<file path="src/rtl/tl_ram_terminal.sv">
// Terminal TileLink UL/UH device serving Get/Put bursts from a single-port synchronous SRAM.
// Optional macro TL_RAM_TERMINAL_BOUNDS_EN: deny requests with address bits above the RAM range.
module tl_ram_terminal #(
    parameter int unsigned DataWidth     = 64,
    parameter int unsigned AddrWidth     = 56,
    parameter int unsigned SourceWidth   = 2,
    parameter int unsigned SinkWidth     = 1,
    parameter int unsigned MaxSize       = 6,
    parameter int unsigned RamDepth      = 1024,
    parameter int unsigned SizeWidth     = 3,
    localparam int unsigned MaskWidth    = DataWidth / 8,
    localparam int unsigned RamAddrWidth = $clog2(RamDepth)
) (
    input  logic                    clk_i,
    input  logic                    rst_ni,
    // A channel
    input  logic                    host_a_valid,
    output logic                    host_a_ready,
    input  logic [2:0]              host_a_opcode,
    input  logic [2:0]              host_a_param,
    input  logic [SizeWidth-1:0]    host_a_size,
    input  logic [SourceWidth-1:0]  host_a_source,
    input  logic [AddrWidth-1:0]    host_a_address,
    input  logic [MaskWidth-1:0]    host_a_mask,
    input  logic [DataWidth-1:0]    host_a_data,
    input  logic                    host_a_corrupt,
    // B channel
    output logic                    host_b_valid,
    input  logic                    host_b_ready,
    output logic [2:0]              host_b_opcode,
    output logic [1:0]              host_b_param,
    output logic [SizeWidth-1:0]    host_b_size,
    output logic [SourceWidth-1:0]  host_b_source,
    output logic [AddrWidth-1:0]    host_b_address,
    output logic [MaskWidth-1:0]    host_b_mask,
    output logic [DataWidth-1:0]    host_b_data,
    output logic                    host_b_corrupt,
    // C channel
    input  logic                    host_c_valid,
    output logic                    host_c_ready,
    input  logic [2:0]              host_c_opcode,
    input  logic [2:0]              host_c_param,
    input  logic [SizeWidth-1:0]    host_c_size,
    input  logic [SourceWidth-1:0]  host_c_source,
    input  logic [AddrWidth-1:0]    host_c_address,
    input  logic [DataWidth-1:0]    host_c_data,
    input  logic                    host_c_corrupt,
    // D channel
    output logic                    host_d_valid,
    input  logic                    host_d_ready,
    output logic [2:0]              host_d_opcode,
    output logic [1:0]              host_d_param,
    output logic [SizeWidth-1:0]    host_d_size,
    output logic [SourceWidth-1:0]  host_d_source,
    output logic [SinkWidth-1:0]    host_d_sink,
    output logic                    host_d_denied,
    output logic [DataWidth-1:0]    host_d_data,
    output logic                    host_d_corrupt,
    // E channel
    input  logic                    host_e_valid,
    output logic                    host_e_ready,
    input  logic [SinkWidth-1:0]    host_e_sink,
    // SRAM
    output logic                    ram_req_o,
    output logic                    ram_we_o,
    output logic [RamAddrWidth-1:0] ram_addr_o,
    output logic [MaskWidth-1:0]    ram_wmask_o,
    output logic [DataWidth-1:0]    ram_wdata_o,
    input  logic [DataWidth-1:0]    ram_rdata_i
);

    localparam int unsigned Offset   = $clog2(MaskWidth);
    localparam int unsigned BeatCntW = (MaxSize > Offset) ? MaxSize - Offset : 1;

    localparam logic [2:0] OpPutFull    = 3'd0;
    localparam logic [2:0] OpPutPartial = 3'd1;
    localparam logic [2:0] OpGet        = 3'd4;
    localparam logic [2:0] OpIntent     = 3'd5;

    localparam logic [2:0] DAccessAck     = 3'd0;
    localparam logic [2:0] DAccessAckData = 3'd1;
    localparam logic [2:0] DHintAck       = 3'd2;

    typedef enum logic [2:0] {
        StIdle,
        StRead,
        StWrite,
        StWack,
        StAtom,
        StAresp
    } state_e;

    state_e                  state_q, state_d;
    logic [BeatCntW-1:0]     cnt_q, cnt_d;
    logic [BeatCntW-1:0]     idx_q, idx_d;
    logic                    a_ready_q, a_ready_d;
    logic                    d_valid_q, d_valid_d;
    logic                    fresh_q;
    logic [DataWidth-1:0]    hold_q;
    logic [2:0]              op_q;
    logic [SizeWidth-1:0]    size_q;
    logic [SourceWidth-1:0]  source_q;
    logic [RamAddrWidth-1:0] base_q;
    logic [BeatCntW-1:0]     beats_q;
    logic                    oob_q;

    logic                    a_fire, d_fire, oob_a, accept;
    logic [BeatCntW-1:0]     a_beats_m1;
    logic [RamAddrWidth-1:0] a_index;

    // Beats in a transfer minus one: one beat unless the transfer exceeds the bus width.
    function automatic logic [BeatCntW-1:0] beats_m1(input logic [SizeWidth-1:0] size);
        if (32'(size) > Offset) begin
            return BeatCntW'((32'd1 << (32'(size) - Offset)) - 32'd1);
        end
        return '0;
    endfunction

`ifdef TL_RAM_TERMINAL_BOUNDS_EN
    assign oob_a = (host_a_address >> (Offset + RamAddrWidth)) != '0;
`else
    assign oob_a = 1'b0;
`endif

    assign a_fire     = host_a_valid && host_a_ready;
    assign d_fire     = host_d_valid && host_d_ready;
    assign accept     = a_fire && (state_q == StIdle);
    assign a_beats_m1 = beats_m1(host_a_size);
    assign a_index    = host_a_address[Offset +: RamAddrWidth];

    // State, beat counters and handshake flags.
    always_ff @(posedge clk_i) begin
        if (!rst_ni) begin
            state_q   <= StIdle;
            cnt_q     <= '0;
            idx_q     <= '0;
            a_ready_q <= 1'b1;
            d_valid_q <= 1'b0;
            fresh_q   <= 1'b0;
        end else begin
            state_q   <= state_d;
            cnt_q     <= cnt_d;
            idx_q     <= idx_d;
            a_ready_q <= a_ready_d;
            d_valid_q <= d_valid_d;
            if (ram_req_o && !ram_we_o) begin
                fresh_q <= 1'b1;
            end else if (host_d_valid && !host_d_ready) begin
                fresh_q <= 1'b0;
            end
        end
    end

    // Request context and stalled read data.
    always_ff @(posedge clk_i) begin
        if (accept) begin
            op_q     <= host_a_opcode;
            size_q   <= host_a_size;
            source_q <= host_a_source;
            base_q   <= a_index;
            beats_q  <= a_beats_m1;
            oob_q    <= oob_a;
        end
        if (host_d_valid && !host_d_ready && fresh_q) begin
            hold_q <= ram_rdata_i;
        end
    end

    // Next state and SRAM command.
    always_comb begin
        state_d     = state_q;
        cnt_d       = cnt_q;
        idx_d       = idx_q;
        ram_req_o   = 1'b0;
        ram_we_o    = 1'b0;
        ram_addr_o  = base_q + RamAddrWidth'(idx_q);
        ram_wmask_o = '0;
        ram_wdata_o = host_a_data;

        case (state_q)
            StIdle: begin
                if (a_fire) begin
                    cnt_d      = a_beats_m1;
                    idx_d      = BeatCntW'(1);
                    ram_addr_o = a_index;
                    case (host_a_opcode)
                        OpGet: begin
                            ram_req_o = !oob_a;
                            state_d   = StRead;
                        end
                        OpPutFull, OpPutPartial: begin
                            ram_req_o   = !oob_a;
                            ram_we_o    = !oob_a;
                            ram_wmask_o = host_a_mask;
                            state_d     = (a_beats_m1 == '0) ? StWack : StWrite;
                        end
                        OpIntent: state_d = StWack;
                        default:  state_d = (a_beats_m1 == '0) ? StAresp : StAtom;
                    endcase
                end
            end
            StRead: begin
                if (d_fire) begin
                    if (cnt_q == '0) begin
                        state_d = StIdle;
                    end else begin
                        ram_req_o = !oob_q;
                        cnt_d     = cnt_q - BeatCntW'(1);
                        idx_d     = idx_q + BeatCntW'(1);
                    end
                end
            end
            StWrite: begin
                if (a_fire) begin
                    ram_req_o   = !oob_q;
                    ram_we_o    = !oob_q;
                    ram_wmask_o = host_a_mask;
                    cnt_d       = cnt_q - BeatCntW'(1);
                    idx_d       = idx_q + BeatCntW'(1);
                    if (cnt_q == BeatCntW'(1)) state_d = StWack;
                end
            end
            StAtom: begin
                if (a_fire) begin
                    cnt_d = cnt_q - BeatCntW'(1);
                    if (cnt_q == BeatCntW'(1)) begin
                        state_d = StAresp;
                        cnt_d   = beats_q;
                    end
                end
            end
            StAresp: begin
                if (d_fire) begin
                    if (cnt_q == '0) state_d = StIdle;
                    else             cnt_d   = cnt_q - BeatCntW'(1);
                end
            end
            StWack: begin
                if (d_fire) state_d = StIdle;
            end
            default: state_d = StIdle;
        endcase

        // No SRAM access may leak out of a cycle in which reset is asserted.
        if (!rst_ni) begin
            ram_req_o = 1'b0;
            ram_we_o  = 1'b0;
        end

        a_ready_d = (state_d == StIdle) || (state_d == StWrite) || (state_d == StAtom);
        d_valid_d = (state_d == StRead) || (state_d == StWack) || (state_d == StAresp);
    end

    assign host_a_ready   = a_ready_q;
    assign host_d_valid   = d_valid_q;
    assign host_d_opcode  = (state_q == StWack) ? ((op_q == OpIntent) ? DHintAck : DAccessAck)
                                                : DAccessAckData;
    assign host_d_param   = '0;
    assign host_d_size    = size_q;
    assign host_d_source  = source_q;
    assign host_d_sink    = '0;
    assign host_d_denied  = oob_q || (state_q == StAresp);
    assign host_d_corrupt = (state_q == StAresp) || (oob_q && (state_q == StRead));
    assign host_d_data    = (oob_q || (state_q == StAresp)) ? '0
                          : (fresh_q ? ram_rdata_i : hold_q);

    assign host_b_valid   = 1'b0;
    assign host_b_opcode  = '0;
    assign host_b_param   = '0;
    assign host_b_size    = '0;
    assign host_b_source  = '0;
    assign host_b_address = '0;
    assign host_b_mask    = '0;
    assign host_b_data    = '0;
    assign host_b_corrupt = 1'b0;
    assign host_c_ready   = 1'b1;
    assign host_e_ready   = 1'b1;

    logic unused_inputs;
    assign unused_inputs = ^{host_a_param, host_a_corrupt, host_a_address, host_b_ready,
                             host_c_valid, host_c_opcode, host_c_param, host_c_size,
                             host_c_source, host_c_address, host_c_data, host_c_corrupt,
                             host_e_valid, host_e_sink};

endmodule

</file>
<file path="config.mk">
export PLATFORM = sky130hd
export DESIGN_NAME = tl_ram_terminal
export DESIGN_NICKNAME = d
export VERILOG_FILES = /design/src/rtl/tl_ram_terminal.sv
export SDC_FILE = /design/constraint.sdc
export NUM_CORES = 1
export LEC_CHECK = 0
export BUFFER_PORTS_ARGS = -buffer_cell sky130_fd_sc_hd__buf_2
export CORE_AREA = 2 2 250 252
export CTS_BUF_LIST = sky130_fd_sc_hd__clkbuf_8
export DETAILED_ROUTE_END_ITERATION = 6
export DIE_AREA = 0 0 252 254
export PLACE_DENSITY = 0.34
export SLEW_MARGIN = 40
export SYNTH_ARGS = -nofsm -noshare
export SYNTH_HDL_FRONTEND = slang
export SYNTH_SLANG_ARGS = --single-unit
export TNS_END_PERCENT = 10
</file>
<file path="constraint.sdc">
create_clock -name clk_i -period 3.94 [get_ports clk_i]
set_input_delay 0.788 -clock clk_i [delete_from_list [all_inputs] [get_ports clk_i]]
set_output_delay 0.788 -clock clk_i [all_outputs]
set_load 0.02 [all_outputs]
</file>
==> results.toml, run 1 <==
[outcome]
outcome = "completed"

[layout]
areaGrowthSynthToFinish_pct = 16.5
fin_nets = 1094
n_fill_cell = 7116
drive_gt1_share_pct = 30.3
final_util_pct = 12.3
final_area_sq_um = 7540

[timing]
finalSetupViolCount = 0
slew_viol_final = 0
fin_ws_ns = 0.698
min_period_over_period_pct = 82.3
fmax_mhz = 308
fin_setup_tns_ns = 0
clock_skew_ns = 0.0166
min_period_ns = 3.24
rsz0062_at_grt = "false"
max_slew_margin_pct = 57.4
final_hold_viol_count = 0
worstMarginPinSlew_ns = 0.632

[route]
first_iter_violations = 180
drt_wl_total_mm = 20.8
via_per_inst = 2.75
drtAntennaViolNets = 0
dr_total_vias = 4213
drc = 0
wire_per_inst_microns = 13.6
firstDrtPassIters = 4

[synth]
yosysMostFrequentCell = "buf_4"
synth_top_area_share_pct = 39.4
synth_area_per_cell_sq_um = 10.4
synth-seq-cells = 97
synth_cell_types = 59
ys_async_sr_fraction_pct = 0
synth_cells = 621
ys.warnings.count = 0
yosysTopAreaCell = "edfxtp_1"
synth_common_cells = "212 x buf_4, 85 x edfxtp_1, 72 x nor2_1"
seq_area_frac_synth_pct = 43.1
synth_ff_type = "edfxtp_1"
synth_area_leaders = "edfxtp_1 39%, buf_4 25%, mux2i_1 9.9%"
synth_edf_count = 85
synthesis.area_sq_um = 6470

[place]
placed_area_sq_um = 7330
io_buffers = 188
hpwl_mm = 16.8
dp_slack_ns = 0.725
gp_congestion = 0.703

[pwr]
power_frac_clock_pct = 27.2
p_int_uw = 1630
max-vdd-ir-drop_mv = 0.199
p_sw_share_pct = 37.6
leakagePower_uw = 0.00296
power_frac_seq_pct = 46.7
cellPowerDensity_nw_per_um2 = 347
pwr-share-comb_pct = 26.1
power.switching_uw = 984

[cts]
cts_resized = 0
path_clk_slew_ns = 0.12
postCtsSetupBuffers = 0
h-tree-depth = 3
ctsHoldBuffers = 0
clk_latency_ns = 0.44
cts_sinks = 97
clock_path_buffers = 2
cts_buffers = 9
clock_tree.root_cell = "clkbuf_8"
cts_tree = "built"

[floorplanning]
dieArea_sq_um = 64000
die_w_microns = 252
io-pin-count = 649
num_rows = 91
initial_core_util_pct = 10.6
core_sq_um = 61300
fp.dieH_microns = 254

[setup_path]
worstSetupPathType = "reg2out"
rrSetupSlack_ns = 1.98
end_kind = "output pin"
worst-endpoint-arrival_ns = 2.45
worstSetupStartpointType = "flip-flop"
ff2ff_path_depth = 2
crit_fanout = 20
crit_required_ns = 3.15

[global_routing]
grt_pass1_wl_mm = 27.7
grt_max_degree = 67
grt-ovfl-total = 0
met3_usage_pct = 5.02
busiest_layer = "met2"
met1_usage_pct = 7.32
antenna_found_initial = 3
grt_use_total_pct = 6.13
use_met2_pct = 7.80
grt_pass1_vias = 3838

[flow_run]
drv_cap = 0

[hold_path]
min_path_cells = 1
hp-class = "in2reg"
## final timing paths
kind / from / end
max: state_q[1] / ram_addr_o[9]
min: ram_rdata_i[14] / hold_q[14]
max reg2reg: fresh_q / hold_q[46]
min reg2reg: cnt_q[1] / cnt_q[1]
## final cells by class
class	instances	area, sq um	share of cell area [%]
antenna	1	2.50	0.0332
clock buffer	9	124	1.64
clock inverter	7	81.3	1.08
inverter	13	48.8	0.647
multi-input combinational	422	2480	32.9
sequential	97	2800	37.1
tap	790	988	13.1
timing repair buffer	195	1020	13.5
## placed cells by master (no fill, tap or decap), types with 2 or more instances in the layout
cell	instances
a211o_1	2
a21o_1	2
a21oi_1	9
a22oi_1	4
a31oi_1	3
a32oi_1	2
and2_1	11
and3_1	2
buf_12	2
buf_2	188
buf_4	5
clkbuf_8	9
clkinv_4	3
clkinv_8	2
conb_1	146
dfxtp_1	11
edfxtp_1	85
ha_1	11
inv_1	11
inv_8	2
mux2i_1	64
nand2_1	17
nand2b_1	3
nand3_1	6
nand3b_1	4
nand4_1	2
nor2_1	72
nor2b_1	6
nor3_1	3
nor3b_1	2
o211ai_1	4
o21ai_0	8
o2bb2ai_1	2
o31ai_1	2
or4_1	4
xor2_1	5
## sequential cells by signal, summed over array words and instances, names as in the netlist, 3 cells and up
signal       cells
idx_q            3
beats_q          3
host_d_size      3
base_q          10
op_q             3
state_q          3
cnt_q            3
hold_q          64
## critical path: stages, from the launching register on
cell,delay [ns]
dfxtp_1,0.73
nor2_1,0.15
nand2_1,0.14
inv_1,0.18
or4_1,0.54
nand3_1,0.10
buf_2,0.16
## cells by family (layout without fill, tap and decap cells)
logic type	after synthesis	in the layout	synth area share, %
AO/OA/AOI/OAI	51	51	5.70
other	2	147	0.116
buffers and inverters	246	224	27.0
adder cells (fa/ha/maj)	12	12	2.44
multiplexers	64	64	9.90
flip-flops	97	97	43.1
XOR/XNOR	6	6	0.812
AND/OR/NAND/NOR	143	143	10.9
## metrics by stage
stage	hold slack, ns	power [uW]	cells
5_1_grt	0.434	2800	1534
4_1_cts	0.450	2700	1533
6_report	0.518	2620	1534
3_3_place_gp	0.534	1940	1517
2_1_floorplan	0.474	1910	765
3_5_place_dp	0.529	1940	1517
## power by group through the flow
stage	clock network (uW)	registers (uW)	logic, uW
after floorplan	0	1230	679
after global placement	0	1250	693
after detailed placement	0	1250	690
after CTS	785	1220	693
after global routing	816	1230	749
final	713	1220	682
## metal layers
metal  vias to the layer above  share of wire [%]
met5                         -                1.1
met4                         8                1.3
met3                        26                 17
met2                       263                 40
met1                      1901                 41
li1                       2015                  -
No activity file was read; power rests on OpenSTA's default activity.
==> run 2, diff against run 1 <==
Clock period 3.94 ns to 3 ns, I/O delays scaled along.
==> run 2 against run 1 <==
- clock skew is 0.0015 ns lower
- first-iteration DRC count up 8.3%
- power increased by 32%
- sequential power is 30% higher
- highest routed layer unchanged
- cell count is 0.39% higher
- combinational power grew 38%
- utilization is 0.15 points higher
- die area unchanged
- clock power grew 31%
==> results.toml, run 2 (synthesis results as in run 1) <==
[setup_path]
crit_fanout = 5
crit_chain = "inv_1 > ha_1 > nor2b_1 > or3_4 > a221oi_2 > buf_2"
end_kind = "output pin"
max_stage_delay_ns = 0.37
cp_slowest_cell = "or3_4"
cp.buffers_inverters = 2
crit_family = "simple AND/OR/NAND/NOR gates"
worst-endpoint-arrival_ns = 2.23
crit_required_ns = 2.40
worstSetupPathType = "reg2out"
worstSetupStartpointType = "flip-flop"

[place]
io_buffers = 188
hpwl_mm = 16.8
dp_slack_ns = 0.0640
gp_congestion = 0.707

[floorplanning]
die_w_microns = 252
num_rows = 91
core_sq_um = 61300
fp.dieH_microns = 254
io-pin-count = 649
dieArea_sq_um = 64000
initial_core_util_pct = 10.6

[timing]
min_period_over_period_pct = 94.4
max_slew_margin_pct = 57.8
finalSetupViolCount = 0
clock_skew_ns = 0.0151
rsz0062_at_grt = "true"
fmax_mhz = 353
final_hold_viol_count = 0
fin_hold_ws_ns = 0.333
slew_viol_final = 0
min_period_ns = 2.83
worstMarginPinSlew_ns = 0.627
fin_ws_ns = 0.169

[global_routing]
grt-ovfl-total = 0
grt_max_degree = 67
grt_pass1_vias = 3955
grt_use_total_pct = 6.17
antenna_found_initial = 0
grt_pass1_wl_mm = 27.9

[outcome]
outcome = "completed"

[cts]
cts_sinks = 97
cts_tree = "built"
cts_buffers = 9
clock_tree.root_cell = "clkbuf_8"
postCtsSetupBuffers = 0
clock_path_buffers = 2
path_clk_slew_ns = 0.13
ctsHoldBuffers = 0
h-tree-depth = 3
cts_resized = 2
clk_latency_ns = 0.45

[pwr]
cellPowerDensity_nw_per_um2 = 454
leakagePower_uw = 0.00300
max-vdd-ir-drop_mv = 0.367
p_total_uw = 3460

[route]
drc = 0
met1_length_mm = 8.69
firstDrtPassIters = 4
top_layer_used = "met5"
via_per_inst = 2.75
first_iter_violations = 195
drt_wl_total_mm = 20.8
dr_wl_met2_mm = 8.33
wire_per_inst_microns = 13.5
drtAntennaViolNets = 0
wl_met3_mm = 3.24
dr_total_vias = 4236

[layout]
drive_gt1_share_pct = 31.7
layout_common_cells = "187 x buf_2, 146 x conb_1, 85 x edfxtp_1"
fin_nets = 1101
top_register = "hold_q"
areaGrowthSynthToFinish_pct = 17.9
top_regs = "hold_q x64, base_q x10"
final_util_pct = 12.5
diodes = 0
largest_reg_flops = 64
final_common_cell = "buf_2"

[flow_run]
drv_cap = 0

[hold_path]
hp-class = "in2reg"
-- run 2: layer usage --
layer,track usage (%),up-vias
li1,-,2030
met5,2.24,-
met4,1.93,4
met3,4.88,21
met2,7.94,279
met1,7.43,1902
-- run 2: worst register-to-register path, cell delays in order (launching register included) --
cell and delay [ns]:
dfxtp_1 0.44, and3b_2 0.23, nand2_1 0.08, inv_1 0.28, buf_4 0.32, buf_4 0.26
nor3_1 0.07, a41o_1 0.23
-- run 2: final timing paths --
path	from	to	slack, ns	depth (start not counted)
max	cnt_q[0]	ram_req_o	0.17	6
min reg2reg	idx_q[0]	idx_q[0]	0.49	1
max reg2reg	host_a_ready	idx_q[2]	1.00	7
min	ram_rdata_i[17]	hold_q[17]	0.33	1
-- run 2: through the flow --
| stage | TNS, ns | instance area, sq um | cells |
|---|---|---|---|
| 3_3_place_gp | 0 | 7410 | 1524 |
| 6_report | 0 | 7630 | 1540 |
| 3_5_place_dp | 0 | 7410 | 1524 |
| 2_1_floorplan | 0 | 7010 | 765 |
| 4_1_cts | 0 | 7620 | 1540 |
| 5_1_grt | -0.0000993 | 7630 | 1540 |
-- run 2: area by class of cell --
type                            count  area (sq um)
Tap cell                          790           988
Inverter                           13          48.8
Timing Repair Buffer              202          1100
Clock inverter                      7          81.3
Multi-Input combinational cell    422          2490
Clock buffer                        9           124
Sequential cell                    97          2800
Fill cell                        7075         53600
-- run 2: where the power goes --
part	leakage, uW	internal (uW)	switching, uW
sequential	0.000874	1540	50.0
combinational	0.00203	293	645
clock	0.000103	330	602
==> run 3, diff against run 2 <==
Settings changed: CELL_PAD_IN_SITES_DETAIL_PLACEMENT from default to 0, CELL_PAD_IN_SITES_GLOBAL_PLACEMENT from default to 1, CORE_AREA 2 2 250 252 to 2 2 254 256, DIE_AREA 0 0 252 254 to 0 0 256 258, PLACE_DENSITY 0.34 to 0.43.
==> run 3 against run 2 <==
- die area up 3.2%
- cell count rose by 4.6%
- register-to-register slack better by 0.15 ns
- clock skew is 0.0052 ns lower
- routed wire length up 3.7%
- combinational power is 1% higher
- critical endpoint is now ram_addr_o[8]
- via count is 1.7% higher
- critical path depth is 2 higher
- first-iteration DRC count fell by 1.5%
- cell area up 2.0%
==> results.toml, run 3 (synthesis results as in run 1) <==
[outcome]
outcome = "completed"

[route]
first_iter_violations = 192
drt_wl_total_mm = 21.5
via_per_inst = 2.67
wire_per_inst_microns = 13.4
firstDrtPassIters = 4
drtAntennaViolNets = 0
drc = 0
dr_total_vias = 4306

[hold_path]
hp-class = "in2reg"
min_path_cells = 1
hold_end = "host_d_source[1]"
hp-start = "host_a_source[1]"

[floorplanning]
initial_core_util_pct = 10.2
fp.dieH_microns = 258
core_sq_um = 63600
num_rows = 93
die_w_microns = 256
io-pin-count = 649
dieArea_sq_um = 66000

[setup_path]
crit_chain = "ha_2 > inv_1 > fa_2 > nor2b_4 > o211ai_1 > xor2_1 > o21ai_2 > buf_6"
timing.rr.start = "fresh_q"
worstReg2RegEnd = "hold_q[52]"
worstSetupStartpointType = "flip-flop"
ff2ff_path_depth = 2
crit_required_ns = 2.40
cp_slowest_cell = "edfxtp_1"
rrSetupSlack_ns = 1.15
worstSetupPathType = "reg2out"
max_stage_delay_ns = 0.40
end_kind = "output pin"
crit_fanout = 3
worst-endpoint-arrival_ns = 2.22

[cts]
ctsHoldBuffers = 0
h-tree-depth = 3
cts_tree = "built"
clock_tree.root_cell = "clkbuf_8"
cts_buffers = 9
path_clk_slew_ns = 0.11
cts_sinks = 97
clock_path_buffers = 2
clk_latency_ns = 0.44

[timing]
min_period_over_period_pct = 94.1
slew_viol_final = 0
worstMarginPinSlew_ns = 0.609
min_period_ns = 2.82
fmax_mhz = 354
max_slew_margin_pct = 59.0
clock_skew_ns = 0.00992
finalSetupViolCount = 0
final_hold_viol_count = 0
fin_hold_ws_ns = 0.343
rsz0062_at_grt = "true"

[place]
hpwl_mm = 17.6
gp_congestion = 0.738
io_buffers = 188
placed_area_sq_um = 7520

[layout]
drive_gt1_share_pct = 32.3
layout_common_cells = "186 x buf_2, 146 x conb_1, 85 x edfxtp_1"
final_area_sq_um = 7780
top_regs = "hold_q x64, base_q x10"
final_common_cell = "buf_2"
multi_input_area_sq_um = 2510
seq_area_sq_um = 2800
fin_nets = 1106
n_fill_cell = 7384
areaGrowthSynthToFinish_pct = 20.2
top_register = "hold_q"
largest_reg_flops = 64

[global_routing]
grt_max_degree = 67
grt_pass1_wl_mm = 30.0
antenna_found_initial = 2
grt-ovfl-total = 0
grt_pass1_vias = 4109
grt_use_total_pct = 6.39

[flow_run]
drv_cap = 0

[pwr]
cellPowerDensity_nw_per_um2 = 447
leakagePower_uw = 0.00303
max-vdd-ir-drop_mv = 0.218
## run 3: cell type report
class,instances,area share (%)
Tap cell,855,13.8
Clock inverter,7,1.05
Antenna cell,1,0.0322
Clock buffer,9,1.59
Timing Repair Buffer,207,14.7
Sequential cell,97,36.0
Inverter,13,0.627
Multi-Input combinational cell,422,32.3
## run 3: metal layers
layer | global-route usage [%] | share of wire, % | vias up
met5 | 1.35 | 0.64 | -
met4 | 2.47 | 2.5 | 4
met3 | 4.70 | 15 | 30
met2 | 8.02 | 38 | 277
met1 | 7.98 | 44 | 1956
li1 | - | - | 2039
## run 3: stage by stage
stage / setup TNS (ns) / cells / utilization (%) / setup WS (ns) / total power, uW
5_1_grt: -0.0785 / 1611 / 12.2 / -0.0758 / 3730
3_5_place_dp: 0 / 1593 / 11.8 / 0.00807 / 2570
3_3_place_gp: -0.0177 / 1593 / 11.8 / -0.0121 / 2570
4_1_cts: -0.0488 / 1609 / 12.2 / -0.0488 / 3590
6_report: 0 / 1611 / 12.2 / 0.177 / 3480
2_1_floorplan: 0 / 765 / - / 0.136 / 2500
## run 3: worst max-delay path: cells and delay by family, from the launching register on
kind                       cells  cell delay, ns
adders and majority gates      2            0.58
AOI/OAI and AO/OA              2            0.30
and+or+nand+nor                1            0.15
xor gates and xnor gates       1            0.17
DFF                            1            0.40
buffers and inverters          2            0.21
## run 3: what timing repair did
| action | 4_1_cts | 5_1_grt |
|---|---|---|
| pin swaps | 1 | 3 |
| gates resized for setup | 6 | 9 |
| hold endpoints to repair | 0 | 0 |
| endpoints found under the setup margin | 3 | 61 |
| buffers inserted | 0 | 1 |
## run 3: worst max path at each step
stage,from,to,slack [ns],cells past startpoint
floorplan,fresh_q,hold_q[0],0.14,4
global placement,host_a_size[0],state_q[0],-0.01,10
detailed placement,host_a_size[0],state_q[0],0.008,10
CTS,base_q[0],ram_addr_o[8],-0.05,8
global route,base_q[0],ram_addr_o[8],-0.08,8
finish,base_q[0],ram_addr_o[8],0.18,8
## run 3: where the power goes
part,internal (uW),switching (uW)
Clock,335,598
Sequential,1540,55.3
Combinational,302,647
Total,2180,1300
